<file path="src/rtl/pipeline_ctrl_pkg.sv">
// Shared types for the pipeline stall/flush sequencer.
//   pipe_ctrl_state_t : multi-cycle op FSM states
//   stall_cause_t     : which source won the priority arbitration this cycle (debug/trace)
package pipeline_ctrl_pkg;

    typedef enum logic {
        RUN     = 1'b0,
        MC_BUSY = 1'b1
    } pipe_ctrl_state_t;

    typedef enum logic [2:0] {
        NONE         = 3'd0,
        DM_WAIT      = 3'd1,
        MC_EXEC      = 3'd2,
        BRANCH_FLUSH = 3'd3,
        LOAD_USE     = 3'd4
    } stall_cause_t;

endpackage

</file>
<file path="src/rtl/sat_counter.sv">
// Saturating up-counter with synchronous active-low clear.
// Ports:
//   clk_i   : clock
//   clr_ni  : synchronous clear, active low (dominates enable)
//   en_i    : count enable, adds one per cycle until all-ones
//   count_o : current count
module sat_counter #(
    parameter int unsigned Width = 32
) (
    input  logic             clk_i,
    input  logic             clr_ni,
    input  logic             en_i,
    output logic [Width-1:0] count_o
);

    logic [Width-1:0] count_q;
    logic [Width-1:0] count_d;

    always_comb begin
        count_d = count_q;
        if (en_i && (count_q != {Width{1'b1}})) begin
            count_d = count_q + Width'(1);
        end
    end

    always_ff @(posedge clk_i) begin
        if (!clr_ni) begin
            count_q <= '0;
        end else begin
            count_q <= count_d;
        end
    end

    assign count_o = count_q;

endmodule

</file>
<file path="src/rtl/pipeline_stall_controller.sv">
// Central sequencer for the 5-stage pipeline: merges data-memory wait, multi-cycle execute ops,
// branch redirect and load-use hazards into per-stage flop enables and NOP-flush controls.
// Ports:
//   clk, rst (sync, active low)       : clock / reset
//   load_use_stall_req                : decode instr depends on a load in execute
//   mc_start, mc_latency              : decode instr is a multi-cycle op needing mc_latency cycles
//   mc_done_early                     : multi-cycle unit finished before the full latency
//   branch_taken                      : execute-stage redirect
//   dm_busy                           : data memory not ready
//   pc_enable, *_enable_ff            : per-stage flop load enables
//   f_to_d_flush/d_to_e_flush/e_to_m_flush : load NOP into the given pipeline flop
//   mc_busy                           : multi-cycle op occupying execute
//   stall_cycle_count                 : saturating count of cycles with pc_enable low
module pipeline_stall_controller
    import pipeline_ctrl_pkg::*;
#(
    parameter int unsigned XLEN         = 32,
    parameter int unsigned MC_CNT_WIDTH = 6
) (
    input  logic                    clk,
    input  logic                    rst,
    input  logic                    load_use_stall_req,
    input  logic                    mc_start,
    input  logic [MC_CNT_WIDTH-1:0] mc_latency,
    input  logic                    mc_done_early,
    input  logic                    branch_taken,
    input  logic                    dm_busy,
    output logic                    pc_enable,
    output logic                    f_to_d_enable_ff,
    output logic                    d_to_e_enable_ff,
    output logic                    e_to_m_enable_ff,
    output logic                    m_to_w_enable_ff,
    output logic                    f_to_d_flush,
    output logic                    d_to_e_flush,
    output logic                    e_to_m_flush,
    output logic                    mc_busy,
    output logic [XLEN-1:0]         stall_cycle_count
);

    pipe_ctrl_state_t        state_q, state_d;
    logic [MC_CNT_WIDTH-1:0] mc_cnt_q, mc_cnt_d;
    stall_cause_t            stall_cause;
    logic                    mc_last;

    // Final execute cycle of the op: either the latency ran out or the unit finished early.
    assign mc_last = (mc_cnt_q == MC_CNT_WIDTH'(1)) || mc_done_early;

    always_comb begin
        state_d          = state_q;
        mc_cnt_d         = mc_cnt_q;
        pc_enable        = 1'b1;
        f_to_d_enable_ff = 1'b1;
        d_to_e_enable_ff = 1'b1;
        e_to_m_enable_ff = 1'b1;
        m_to_w_enable_ff = 1'b1;
        f_to_d_flush     = 1'b0;
        d_to_e_flush     = 1'b0;
        e_to_m_flush     = 1'b0;

        // Priority arbitration: first matching source owns the pipeline this cycle.
        if (dm_busy) begin
            stall_cause = DM_WAIT;
        end else if (state_q == MC_BUSY) begin
            stall_cause = MC_EXEC;
        end else if (branch_taken) begin
            stall_cause = BRANCH_FLUSH;
        end else if (load_use_stall_req) begin
            stall_cause = LOAD_USE;
        end else begin
            stall_cause = NONE;
        end

        unique case (stall_cause)
            DM_WAIT: begin
                // Freeze everything, including the FSM and latency counter.
                pc_enable        = 1'b0;
                f_to_d_enable_ff = 1'b0;
                d_to_e_enable_ff = 1'b0;
                e_to_m_enable_ff = 1'b0;
                m_to_w_enable_ff = 1'b0;
            end
            MC_EXEC: begin
                // Front stages hold even on the release cycle; they resume next cycle.
                pc_enable        = 1'b0;
                f_to_d_enable_ff = 1'b0;
                d_to_e_enable_ff = 1'b0;
                if (mc_last) begin
                    state_d  = RUN;
                    mc_cnt_d = '0;
                end else begin
                    e_to_m_flush = 1'b1;
                    mc_cnt_d     = mc_cnt_q - MC_CNT_WIDTH'(1);
                end
            end
            BRANCH_FLUSH: begin
                f_to_d_flush = 1'b1;
                d_to_e_flush = 1'b1;
            end
            LOAD_USE: begin
                pc_enable        = 1'b0;
                f_to_d_enable_ff = 1'b0;
                d_to_e_flush     = 1'b1;
            end
            NONE: begin
                // Latency 0 or 1 is an ordinary single-cycle op.
                if (mc_start && (mc_latency >= MC_CNT_WIDTH'(2))) begin
                    state_d  = MC_BUSY;
                    mc_cnt_d = mc_latency;
                end
            end
            default: ;
        endcase

        // Reset forces a flushing, free-running pipeline regardless of the sources.
        if (!rst) begin
            pc_enable        = 1'b1;
            f_to_d_enable_ff = 1'b1;
            d_to_e_enable_ff = 1'b1;
            e_to_m_enable_ff = 1'b1;
            m_to_w_enable_ff = 1'b1;
            f_to_d_flush     = 1'b1;
            d_to_e_flush     = 1'b1;
            e_to_m_flush     = 1'b1;
        end
    end

    always_ff @(posedge clk) begin
        if (!rst) begin
            state_q  <= RUN;
            mc_cnt_q <= '0;
        end else begin
            state_q  <= state_d;
            mc_cnt_q <= mc_cnt_d;
        end
    end

    assign mc_busy = rst && (state_q == MC_BUSY);

    sat_counter #(
        .Width(XLEN)
    ) u_stall_cnt (
        .clk_i  (clk),
        .clr_ni (rst),
        .en_i   (~pc_enable),
        .count_o(stall_cycle_count)
    );

endmodule
</file>
<file path="config.mk">
export PLATFORM = sky130hd
export DESIGN_NAME = pipeline_stall_controller
export DESIGN_NICKNAME = d
export VERILOG_FILES = /design/src/rtl/pipeline_ctrl_pkg.sv /design/src/rtl/sat_counter.sv /design/src/rtl/pipeline_stall_controller.sv
export SDC_FILE = /design/constraint.sdc
export NUM_CORES = 1
export LEC_CHECK = 0
export ABC_AREA = 1
export CORE_MARGIN = 3
export CORE_UTILIZATION = 52
export CTS_CLUSTER_DIAMETER = 60
export DETAILED_ROUTE_END_ITERATION = 8
export PLACE_DENSITY = 0.88
export REMOVE_ABC_BUFFERS = 1
export SYNTH_ARGS = -nofsm -noshare
export SYNTH_HDL_FRONTEND = slang
export SYNTH_SLANG_ARGS = --single-unit
</file>
<file path="constraint.sdc">
create_clock -name clk -period 2.4 [get_ports clk]
set_input_delay 0.36 -clock clk [delete_from_list [all_inputs] [get_ports clk]]
set_output_delay 0.36 -clock clk [all_outputs]
set_load 0.005 [all_outputs]
</file>
==> out/results.tsv <==
metric	value	unit
Setup Buffers After CTS	0	
Critical Path Source Type	input port	
CP startpoint	dm_busy	
num rows	25	
post-synthesis sequential area ratio	28.3	%
Finished Core Util	69.3	%
FF-to-FF End	u_stall_cnt.count_o[31]	
CTS buffer count	5	
GRT Resource Usage Total	24.0	%
Worst slew margin	71.9	%
most frequent cells in the layout	nand2_1 (151), nor2_1 (68), clkdlybuf4s50_1 (53), inv_1 (43), dfxtp_1 (39)	
Multi-input gate area	1720	um2
maximum vdd drop	0.283	mV
Pint	0.966	mW
Sequential Area	781	um2
routability cong.	0.934	
non-filler cells, final	560	
Setup-failing EPs final	0	
EDFF count, synth	0	
NetSw	0.353	mW
first-pass GRT wire length	12200	um
switching part of the total	26.8	%
vias per cell	5.11	
Synth cell types	29	
core area	4910	um2
CTS sink cnt	39	
Layout fillers	435	
Final Skew	10.0	ps
Logic pwr share	14.3	%
clk root buf	clkbuf_8	
total gr overflow	0	
via count	2863	
hold violation count in the final report	0	
post-cts repair resize count	0	
overall power	1.32	mW
pin count of the biggest net entering global routing	29	
Clock power frac	34.8	%
Die H	78.9	um
max cap viols	0	
Power Dens Cells	388	nW/um2
die width	78.9	um
CP arrival	1780	ps
Port Buf Inserts	53	
Synth Instances	440	
async set-reset flop share out of synthesis	0	%
number of hold-repair buffers added at the cts stage	0	
ant diodes	0	
number of synthesis warnings	0	
dpl ws	208	ps
CTS tree	done	
Final Cycle Share	89.1	%
Tmin final	2140	ps
vias in the first global route	2692	
Worst Setup End Kind	output port	
clk_lat worst skew	300	ps
initial antenna violation count	0	
Die Area	6220	um2
P_leak	1.27	nW
Max FO, Critical Path	5	
post-synthesis register bit count	39	
flop2flop setup slack	380	ps
Max Clock Freq	468	MHz
dpl cells	553	
worst setup margin	261	ps
Hold WC Path Type	flop to flop	
met3 usage	4.08	%
grt peak-use layer	met2	
Main synth FF type	dfxtp_1	
grt met2 use	41.3	%
total negative slack	0	ps
share of layout cells above drive strength 1	11.4	%
met1 Track Usage GR	30.2	%
IO Count	54	
most common cell after layout, fill and taps aside	nand2_1	
Clk pin slew, worst setup/hold paths	70	ps
WL per Instance	12.4	um
Critical Path RT	2040	ps
Crit Path Category	input port to output port	
nets@finish	509	
power share of the sequential group	50.8	%
R2R cell count	10	
Synth top area share	28.3	%
status	finished, final reports clean	
CP endpoint	e_to_m_flush	
H-tree depth	2	
pins over their slew limit	0	
Final ANT Viol Nets	0	
synthesized area	2760	um2
first drt pass iteration count	4	
area grow syn2layout	23.1	%
Avg Synthesized Cell Area	6.28	um2
Initial Utilization	56.3	%
drt initial violations	166	
DR DRC count	0	
synth top area cells	dfxtp_1 (28%), nand2_1 (21%), nor2_1 (9.2%), a21oi_2 (6.3%), inv_1 (5.8%)	
DP HPWL	5340	um
Clock Path Buffers	2	
worst-margin pin slew	420	ps
Total Wirelength	6950	um
Crit Reg-Reg Startpoint	u_stall_cnt.count_o[0]	
unrepaired setup endpoints after global routing	false	
Yosys top cell by area	dfxtp_1	
-- Yosys cell counts (2+ instances only) --
cell	instances
xor2_1	11
a22oi_1	4
nor2_1	68
nand2_4	2
nand3_1	23
inv_1	43
clkbuf_1	4
nand2_1	151
a21oi_1	13
nand3b_1	2
o21ai_0	12
nor2_4	2
buf_4	2
nand2_2	13
ha_1	3
nor2_2	4
buf_6	2
a21oi_2	20
xnor2_1	6
nand4_1	8
dfxtp_1	39
-- final cells by class --
type,count,area share (%)
Sequential cell,39,22.9
Timing Repair Buffer,57,16.5
Tap cell,67,2.46
Multi-Input combinational cell,345,50.5
Clock buffer,6,2.43
Inverter,45,5.04
Clock inverter,1,0.147
-- worst min-delay path by stage --
| stage | from | end | cells past startpoint |
|---|---|---|---|
| 2_1_floorplan | rst | u_stall_cnt.count_o[19] | 2 |
| 5_1_grt | u_stall_cnt.count_o[12] | u_stall_cnt.count_o[12] | 2 |
| 3_3_place_gp | u_stall_cnt.count_o[8] | u_stall_cnt.count_o[8] | 2 |
| 3_5_place_dp | u_stall_cnt.count_o[30] | u_stall_cnt.count_o[30] | 2 |
| 4_1_cts | u_stall_cnt.count_o[31] | u_stall_cnt.count_o[31] | 2 |
| 6_report | u_stall_cnt.count_o[31] | u_stall_cnt.count_o[31] | 2 |
-- power groups by stage --
| stage | registers (mW) | clock network, mW | logic (mW) |
|---|---|---|---|
| floorplan | 0.683 | 0 | 0.109 |
| detailed placement | 0.686 | 0 | 0.189 |
| CTS | 0.670 | 0.465 | 0.190 |
| global placement | 0.685 | 0 | 0.184 |
| finish | 0.670 | 0.460 | 0.189 |
| global route | 0.672 | 0.492 | 0.210 |
-- logic make-up after synthesis --
logic type	share of synthesized area [%]
AOI/OAI and AO/OA	12.2
xor gates and xnor gates	5.39
adders and majority gates	1.36
buffers and inverters	9.56
DFF	28.3
and+or+nand+nor	43.2
-- state kept, by name (all words and copies together), names as in the netlist --
register             flops
state_q                  1
u_stall_cnt.count_o     32
mc_cnt_q                 6
-- stage by stage --
| stage | instance area, um2 | hold slack, ps |
|---|---|---|
| 2_1_floorplan | 2670 | 480 |
| 5_1_grt | 3400 | 564 |
| 3_5_place_dp | 3310 | 525 |
| 3_3_place_gp | 3310 | 520 |
| 4_1_cts | 3400 | 538 |
| 6_report | 3400 | 541 |
-- worst max-delay path, cell delays in order --
cell             delay [ps]
clkdlybuf4s50_1         470
nor2_1                  190
inv_1                    80
o21ai_0                 160
clkdlybuf4s50_1         520
-- routing by layer --
layer,wire length (um),share of wire [%]
met5,0,0
met1,3160,45
met3,314,4.5
met4,154,2.2
met2,3320,48
Note: power is estimated with default switching activity, not from simulation.
